<file path="src/rtl/key_event.sv">
// key_event: turns a debounced, clock-synchronous key level into single-cycle
// event strobes (press, release, short-press, long-press, auto-repeat) plus a
// registered "held" level. One instance per key.
module key_event #(
   parameter logic        PRESSED_LVL = 1'b0,
   parameter int unsigned LONG_CYC    = 25_000_000,
   parameter int unsigned REPEAT_CYC  = 5_000_000,
   parameter int unsigned CNT_W       = 26
) (
   input  logic clk,
   input  logic rst,
   input  logic key,
   output logic held,
   output logic press_p,
   output logic release_p,
   output logic short_p,
   output logic long_p,
   output logic repeat_p
);

   typedef enum logic [1:0] {
      ST_IDLE    = 2'd0,
      ST_PRESSED = 2'd1,
      ST_LONG    = 2'd2
   } state_t;

   localparam logic [CNT_W-1:0] CNT_ZERO    = {CNT_W{1'b0}};
   localparam logic [CNT_W-1:0] CNT_ONE     = CNT_W'(32'd1);
   localparam logic [CNT_W-1:0] LONG_LAST   = CNT_W'(LONG_CYC - 32'd1);
   // With repeat disabled the compare value is never used; keep it at zero
   // so the subtraction cannot underflow.
   localparam logic [CNT_W-1:0] REPEAT_LAST = (REPEAT_CYC == 32'd0) ? CNT_ZERO
                                              : CNT_W'(REPEAT_CYC - 32'd1);
   localparam logic             REPEAT_EN   = (REPEAT_CYC != 32'd0);

   state_t           state_r;
   state_t           state_nxt_s;
   logic [CNT_W-1:0] cnt_r;
   logic [CNT_W-1:0] cnt_nxt_s;
   logic             pressed_s;

   logic             held_r;
   logic             press_r;
   logic             release_r;
   logic             short_r;
   logic             long_r;
   logic             repeat_r;

   logic             held_nxt_s;
   logic             press_nxt_s;
   logic             release_nxt_s;
   logic             short_nxt_s;
   logic             long_nxt_s;
   logic             repeat_nxt_s;

   assign pressed_s = (key == PRESSED_LVL);

   // State and hold-counter register; reset drops any hold in progress.
   always_ff @(posedge clk) begin
      if (!rst) begin
         state_r <= ST_IDLE;
         cnt_r   <= CNT_ZERO;
      end else begin
         state_r <= state_nxt_s;
         cnt_r   <= cnt_nxt_s;
      end
   end

   // Next-state and counter logic; the counter restarts at every threshold so it never wraps.
   always_comb begin
      state_nxt_s = state_r;
      cnt_nxt_s   = cnt_r;
      case (state_r)
         ST_IDLE: begin
            if (pressed_s) begin
               state_nxt_s = ST_PRESSED;
               cnt_nxt_s   = CNT_ONE;
            end else begin
               state_nxt_s = ST_IDLE;
               cnt_nxt_s   = CNT_ZERO;
            end
         end
         ST_PRESSED: begin
            if (!pressed_s) begin
               // A release on the threshold sample wins: it is a short press.
               state_nxt_s = ST_IDLE;
               cnt_nxt_s   = CNT_ZERO;
            end else if (cnt_r == LONG_LAST) begin
               state_nxt_s = ST_LONG;
               cnt_nxt_s   = CNT_ZERO;
            end else begin
               state_nxt_s = ST_PRESSED;
               cnt_nxt_s   = cnt_r + CNT_ONE;
            end
         end
         ST_LONG: begin
            if (!pressed_s) begin
               state_nxt_s = ST_IDLE;
               cnt_nxt_s   = CNT_ZERO;
            end else if (!REPEAT_EN) begin
               state_nxt_s = ST_LONG;
               cnt_nxt_s   = CNT_ZERO;
            end else if (cnt_r == REPEAT_LAST) begin
               state_nxt_s = ST_LONG;
               cnt_nxt_s   = CNT_ZERO;
            end else begin
               state_nxt_s = ST_LONG;
               cnt_nxt_s   = cnt_r + CNT_ONE;
            end
         end
         default: begin
            state_nxt_s = ST_IDLE;
            cnt_nxt_s   = CNT_ZERO;
         end
      endcase
   end

   // Next values of the registered outputs; strobes default low every cycle.
   always_comb begin
      held_nxt_s    = 1'b0;
      press_nxt_s   = 1'b0;
      release_nxt_s = 1'b0;
      short_nxt_s   = 1'b0;
      long_nxt_s    = 1'b0;
      repeat_nxt_s  = 1'b0;
      case (state_r)
         ST_IDLE: begin
            if (pressed_s) begin
               held_nxt_s  = 1'b1;
               press_nxt_s = 1'b1;
            end else begin
               held_nxt_s  = 1'b0;
            end
         end
         ST_PRESSED: begin
            if (!pressed_s) begin
               release_nxt_s = 1'b1;
               short_nxt_s   = 1'b1;
            end else if (cnt_r == LONG_LAST) begin
               held_nxt_s    = 1'b1;
               long_nxt_s    = 1'b1;
            end else begin
               held_nxt_s    = 1'b1;
            end
         end
         ST_LONG: begin
            if (!pressed_s) begin
               release_nxt_s = 1'b1;
            end else if (REPEAT_EN && (cnt_r == REPEAT_LAST)) begin
               held_nxt_s    = 1'b1;
               repeat_nxt_s  = 1'b1;
            end else begin
               held_nxt_s    = 1'b1;
            end
         end
         default: begin
            held_nxt_s = 1'b0;
         end
      endcase
   end

   // Output registers; reset clears the level and drops any strobe in flight.
   always_ff @(posedge clk) begin
      if (!rst) begin
         held_r    <= 1'b0;
         press_r   <= 1'b0;
         release_r <= 1'b0;
         short_r   <= 1'b0;
         long_r    <= 1'b0;
         repeat_r  <= 1'b0;
      end else begin
         held_r    <= held_nxt_s;
         press_r   <= press_nxt_s;
         release_r <= release_nxt_s;
         short_r   <= short_nxt_s;
         long_r    <= long_nxt_s;
         repeat_r  <= repeat_nxt_s;
      end
   end

   assign held      = held_r;
   assign press_p   = press_r;
   assign release_p = release_r;
   assign short_p   = short_r;
   assign long_p    = long_r;
   assign repeat_p  = repeat_r;

endmodule

</file>
<file path="config.mk">
export PLATFORM = sky130hd
export DESIGN_NAME = key_event
export DESIGN_NICKNAME = d
export VERILOG_FILES = /design/src/rtl/key_event.sv
export SDC_FILE = /design/constraint.sdc
export NUM_CORES = 1
export LEC_CHECK = 0
export ABC_CLOCK_PERIOD_IN_PS = 3900
export CAP_MARGIN = 20
export CORE_MARGIN = 2
export CORE_UTILIZATION = 25
export CTS_CLUSTER_DIAMETER = 200
export DETAILED_ROUTE_END_ITERATION = 8
export GPL_ROUTABILITY_DRIVEN = 0
export PLACE_DENSITY = 0.4
export SKIP_CTS_REPAIR_TIMING = 1
export SLEW_MARGIN = 0
export SYNTH_ARGS = -nofsm -noshare
export SYNTH_HDL_FRONTEND = slang
export SYNTH_SLANG_ARGS = --single-unit
</file>
<file path="constraint.sdc">
create_clock -name clk -period 3.9 [get_ports clk]
set_input_delay 1.17 -clock clk [delete_from_list [all_inputs] [get_ports clk]]
set_output_delay 1.17 -clock clk [all_outputs]
set_load 0.01 [all_outputs]
</file>
# [Word-level counts from Yosys, hierarchy flattened]
# Cells that the tools add are included.
[word_totals] reg_bits=34 inputBits=3 word_cells=40
[classes] add_sub_neg=1 eq_ne=4 mux=15 n_bitwise=3 reduce_logical=9
[ops] operator="26-bit two-way mux" count=4
[ops] operator="26-bit one-hot mux with 3 select lines" count=1
[ops] operator="26-bit by 1-bit adder with 26-bit output (second input constant)" count=1
[ops] operator="26-bit by 23-bit equality test with 1-bit output (second input constant)" count=1
[ops] operator="26-bit by 25-bit equality test with 1-bit output (second input constant)" count=1
[ops] operator="3-bit OR reduction" count=3
[ops] operator="2-bit AND reduction" count=4
[ops] operator="1-bit two-way mux" count=6
[ops] operator="2-bit two-way mux" count=3
[ops] operator="2-bit one-hot mux with 3 select lines" count=1
[ops] operator="1-bit inverter" count=3
[ops] operator="2-bit by 1-bit equality test with 1-bit output (second input constant)" count=1
[ops] operator="2-bit equality test (second input constant)" count=1
[ops] operator="2-bit zero test" count=1
[ops] operator="2-bit OR reduction" count=1

# [Depth between registers and ports, before layout]
[logic_depth] depth_word=4 mapped_depth=6 depth_no_buf=5

# [Worst setup path after synthesis]
# OpenSTA, ideal clock, no wires.
[synth_timing] kind="input to register" from="in rst" to="reg cnt_r[12]" arrival_time_ps=2173 required_time_ps=3805 path_slack_ps=1631 path_stages=5 n_path_buf=1 path_cell_list="nor2b_1 > nand2_1 > o21bai_1 > clkbuf_1 > a221oi_1"
[synth_lines] element="start, declared" line="11" rtl="input logic rst,"
[synth_lines] element="end signal, assigned" line="65" rtl="cnt_r <= cnt_nxt_s;"
[synth_lines] element="end, declared" line="38" rtl="logic [CNT_W-1:0] cnt_r;"

==> flow_summary.json <==
{
  "arrival_ns": 2.90,
  "grt_max_degree": 29,
  "slew_headroom": 0.636,
  "final-hold-violation-count": 0,
  "synth-seq-area-share": 0.395,
  "routed_wl_mm": 4.25,
  "r2r-start": "cnt_r[0]",
  "switchingPower_mw": 0.147,
  "diodes": 0,
  "cts_tree": "done",
  "p_int_mw": 0.633,
  "max_freq_mhz": 370,
  "setup_viol": 0,
  "crit_start": "rst",
  "yosysTopAreaCellShare": 0.395,
  "hpwl_mm": 2.88,
  "clock_tree.buffer_depth": 2,
  "ys_warn_count": 0,
  "seqPwrFrac": 0.453,
  "clock_power_share": 0.522,
  "ir_worst_vdd_uv": 178,
  "synth_largest_area_cell": "dfxtp_1",
  "status": "finished clean",
  "path_max_fanout": 17,
  "clk_latency_ns": 0.29,
  "first_pass_iters": 4,
  "synthArstFlopShare": 0,
  "grt_first_pass_wirelength_mm": 7.20,
  "cts-root-buf": "clkbuf_8",
  "ys_ff_latch": 34,
  "clock_skew_ns": 0.00417,
  "layout_setup_ws_ns": 1.19,
  "finish.utilization": 0.301,
  "via_per_inst": 5.34,
  "numCtsBuffers": 5,
  "drtAntennaViolNets": 0,
  "syn_nets": 191,
  "worst_slew_pin_slew_ns": 0.546,
  "grt_pass1_vias": 1452,
  "path_class": "input port to flip-flop",
  "cp-end-kind": "flip-flop",
  "timing.final.crit_period_ns": 2.71,
  "grt_setup_unrepaired": "no",
  "ios": 9,
  "synth_edf_count": 0,
  "die-area_mm2": 0.00757,
  "min_path_type": "flip-flop to flip-flop",
  "power_density_mw_per_mm2": 386,
  "start_kind": "input port",
  "grt_use_total": 0.123,
  "layout-drive-gt1-share": 0.120,
  "fin_tns_setup_ns": 0,
  "vias": 1453,
  "antenna_found_initial": 0,
  "place_ws_ns": 0.832,
  "finalNetCount": 200,
  "synth_cell_types": 41,
  "h-tree-depth": 2,
  "cp.required_ns": 4.09,
  "routedWlPerCell_um": 15.6,
  "synthFlopType": "dfxtp_1",
  "port_buffers": 8,
  "power_leakage_nw": 0.600,
  "synthTopCellsByArea": "dfxtp_1 (40%), a221oi_1 (5.6%), a211oi_1 (5.2%)",
  "numClockSinks": 34,
  "syn_avg_cell_area_um2": 9.47,
  "hold_start": "cnt_r[25]",
  "fin_crit_sh": 0.694,
  "synthCells": 182,
  "holdWs_ns": 0.509,
  "synth_area_mm2": 0.00172,
  "slew_violations": 0,
  "switching_share": 0.189,
  "rows": 30,
  "cap_violations": 0,
  "p_comb_frac": 0.025,
  "die_h_um": 87.0,
  "total_power_mw": 0.780,
  "remaining_drc_errors": 0,
  "die_x_um": 87.0,
  "grt_remaining_overflow": 0,
  "syn_to_final_growth_pct": 17.2,
  "clk_pin_slew_ns": 0.07,
  "drt_iter0_drc": 51,
  "initial_core_util": 0.256,
  "core_mm2": 0.00672
}
-- state kept, by name, indices dropped and copies added, names as in the netlist --
| name | cells |
|---|---|
| long_p | 1 |
| press_p | 1 |
| cnt_r | 26 |
| repeat_p | 1 |
| state_r | 2 |
| short_p | 1 |
| held | 1 |
| release_p | 1 |
-- final timing paths --
check	end	slack [ns]	cells after the start
max	cnt_r[23]	1.19	6
min	cnt_r[25]	0.51	2
max reg2reg	cnt_r[22]	1.48	6
min reg2reg	cnt_r[25]	0.51	2
-- layer usage --
metal / share of wire / wire length, µm / GRT usage / vias to the layer above
met2: 0.50 / 2110 / 0.209 / 20
li1: - / - / - / 719
met3: 0.023 / 99 / 0.0256 / 6
met5: 0 / 0 / 0 / -
met1: 0.46 / 1980 / 0.151 / 708
met4: 0.015 / 64 / 0.0469 / 0
-- critical path, stage by stage --
cell and delay [ns]:
clkdlybuf4s50_1 0.48, nor2b_1 0.26, nand2_1 0.13, o21bai_2 0.33, buf_8 0.23, a221oi_1 0.28
-- synthesized netlist by cell type, types with 2 or more instances --
| cell | n |
|---|---|
| a211oi_1 | 12 |
| a221oi_1 | 11 |
| a221oi_2 | 2 |
| and3_1 | 3 |
| and4_1 | 2 |
| buf_4 | 2 |
| buf_6 | 2 |
| clkbuf_1 | 4 |
| dfxtp_1 | 34 |
| ha_1 | 6 |
| inv_1 | 9 |
| nand2_1 | 15 |
| nand3_1 | 7 |
| nand4_1 | 7 |
| nor2_1 | 3 |
| nor2b_1 | 2 |
| nor3_1 | 3 |
| nor4bb_1 | 2 |
| o21ai_0 | 8 |
| o31ai_1 | 4 |
| or3_1 | 9 |
| or4_1 | 5 |
| or4_4 | 3 |
| xnor2_1 | 7 |
| xor2_1 | 4 |
-- final cells by class --
type                       instances  area (µm²)
inverter                           9        33.8
multi-input combinational        130         952
clock inverter                     2        60.1
tap                               80         100
timing repair buffer              11         110
fill                             671        4700
clock buffer                       6        82.6
sequential                        34         681
-- logic make-up (layout without fill, tap and decap cells) --
family | count (synthesis) | in the layout | synth area share
adder cells (fa/ha/maj) | 6 | 6 | 0.0436
AND/OR/NAND/NOR | 70 | 70 | 0.258
flip-flops | 34 | 34 | 0.395
buffers and inverters | 18 | 28 | 0.0523
XOR/XNOR | 11 | 11 | 0.0559
AO/OA/AOI/OAI | 43 | 43 | 0.195
-- power by group through the flow --
| stage | Combinational (mW) | Sequential, mW | Clock (mW) |
|---|---|---|---|
| floorplan | 0.00944 | 0.362 | 0 |
| global placement | 0.0193 | 0.362 | 0 |
| detailed placement | 0.0197 | 0.362 | 0 |
| CTS | 0.0198 | 0.354 | 0.416 |
| global route | 0.0220 | 0.354 | 0.437 |
| finish | 0.0196 | 0.354 | 0.407 |
-- per-stage QoR --
stage	cells	cell area [µm²]
floorplan	182	1720
global placement	263	1860
detailed placement	263	1860
CTS	271	2000
global route	272	2020
finish	272	2020
-- layout by cell type, fill, tap and decap left out, types with 2 or more instances in the layout --
master            n
dfxtp_1          34
nand2_1          15
a211oi_1         12
a221oi_1         11
inv_1             9
or3_1             9
o21ai_0           8
clkdlybuf4s50_1   8
nand3_1           7
nand4_1           7
xnor2_1           7
ha_1              6
clkbuf_8          6
or4_1             5
o31ai_1           4
xor2_1            4
and3_1            3
nor2_1            3
or4_4             3
nor3_1            3
nor4bb_1          2
and4_1            2
nor2b_1           2
a221oi_2          2
bufinv_16         2
buf_4             2
Note: power is estimated with default switching activity, not from simulation.
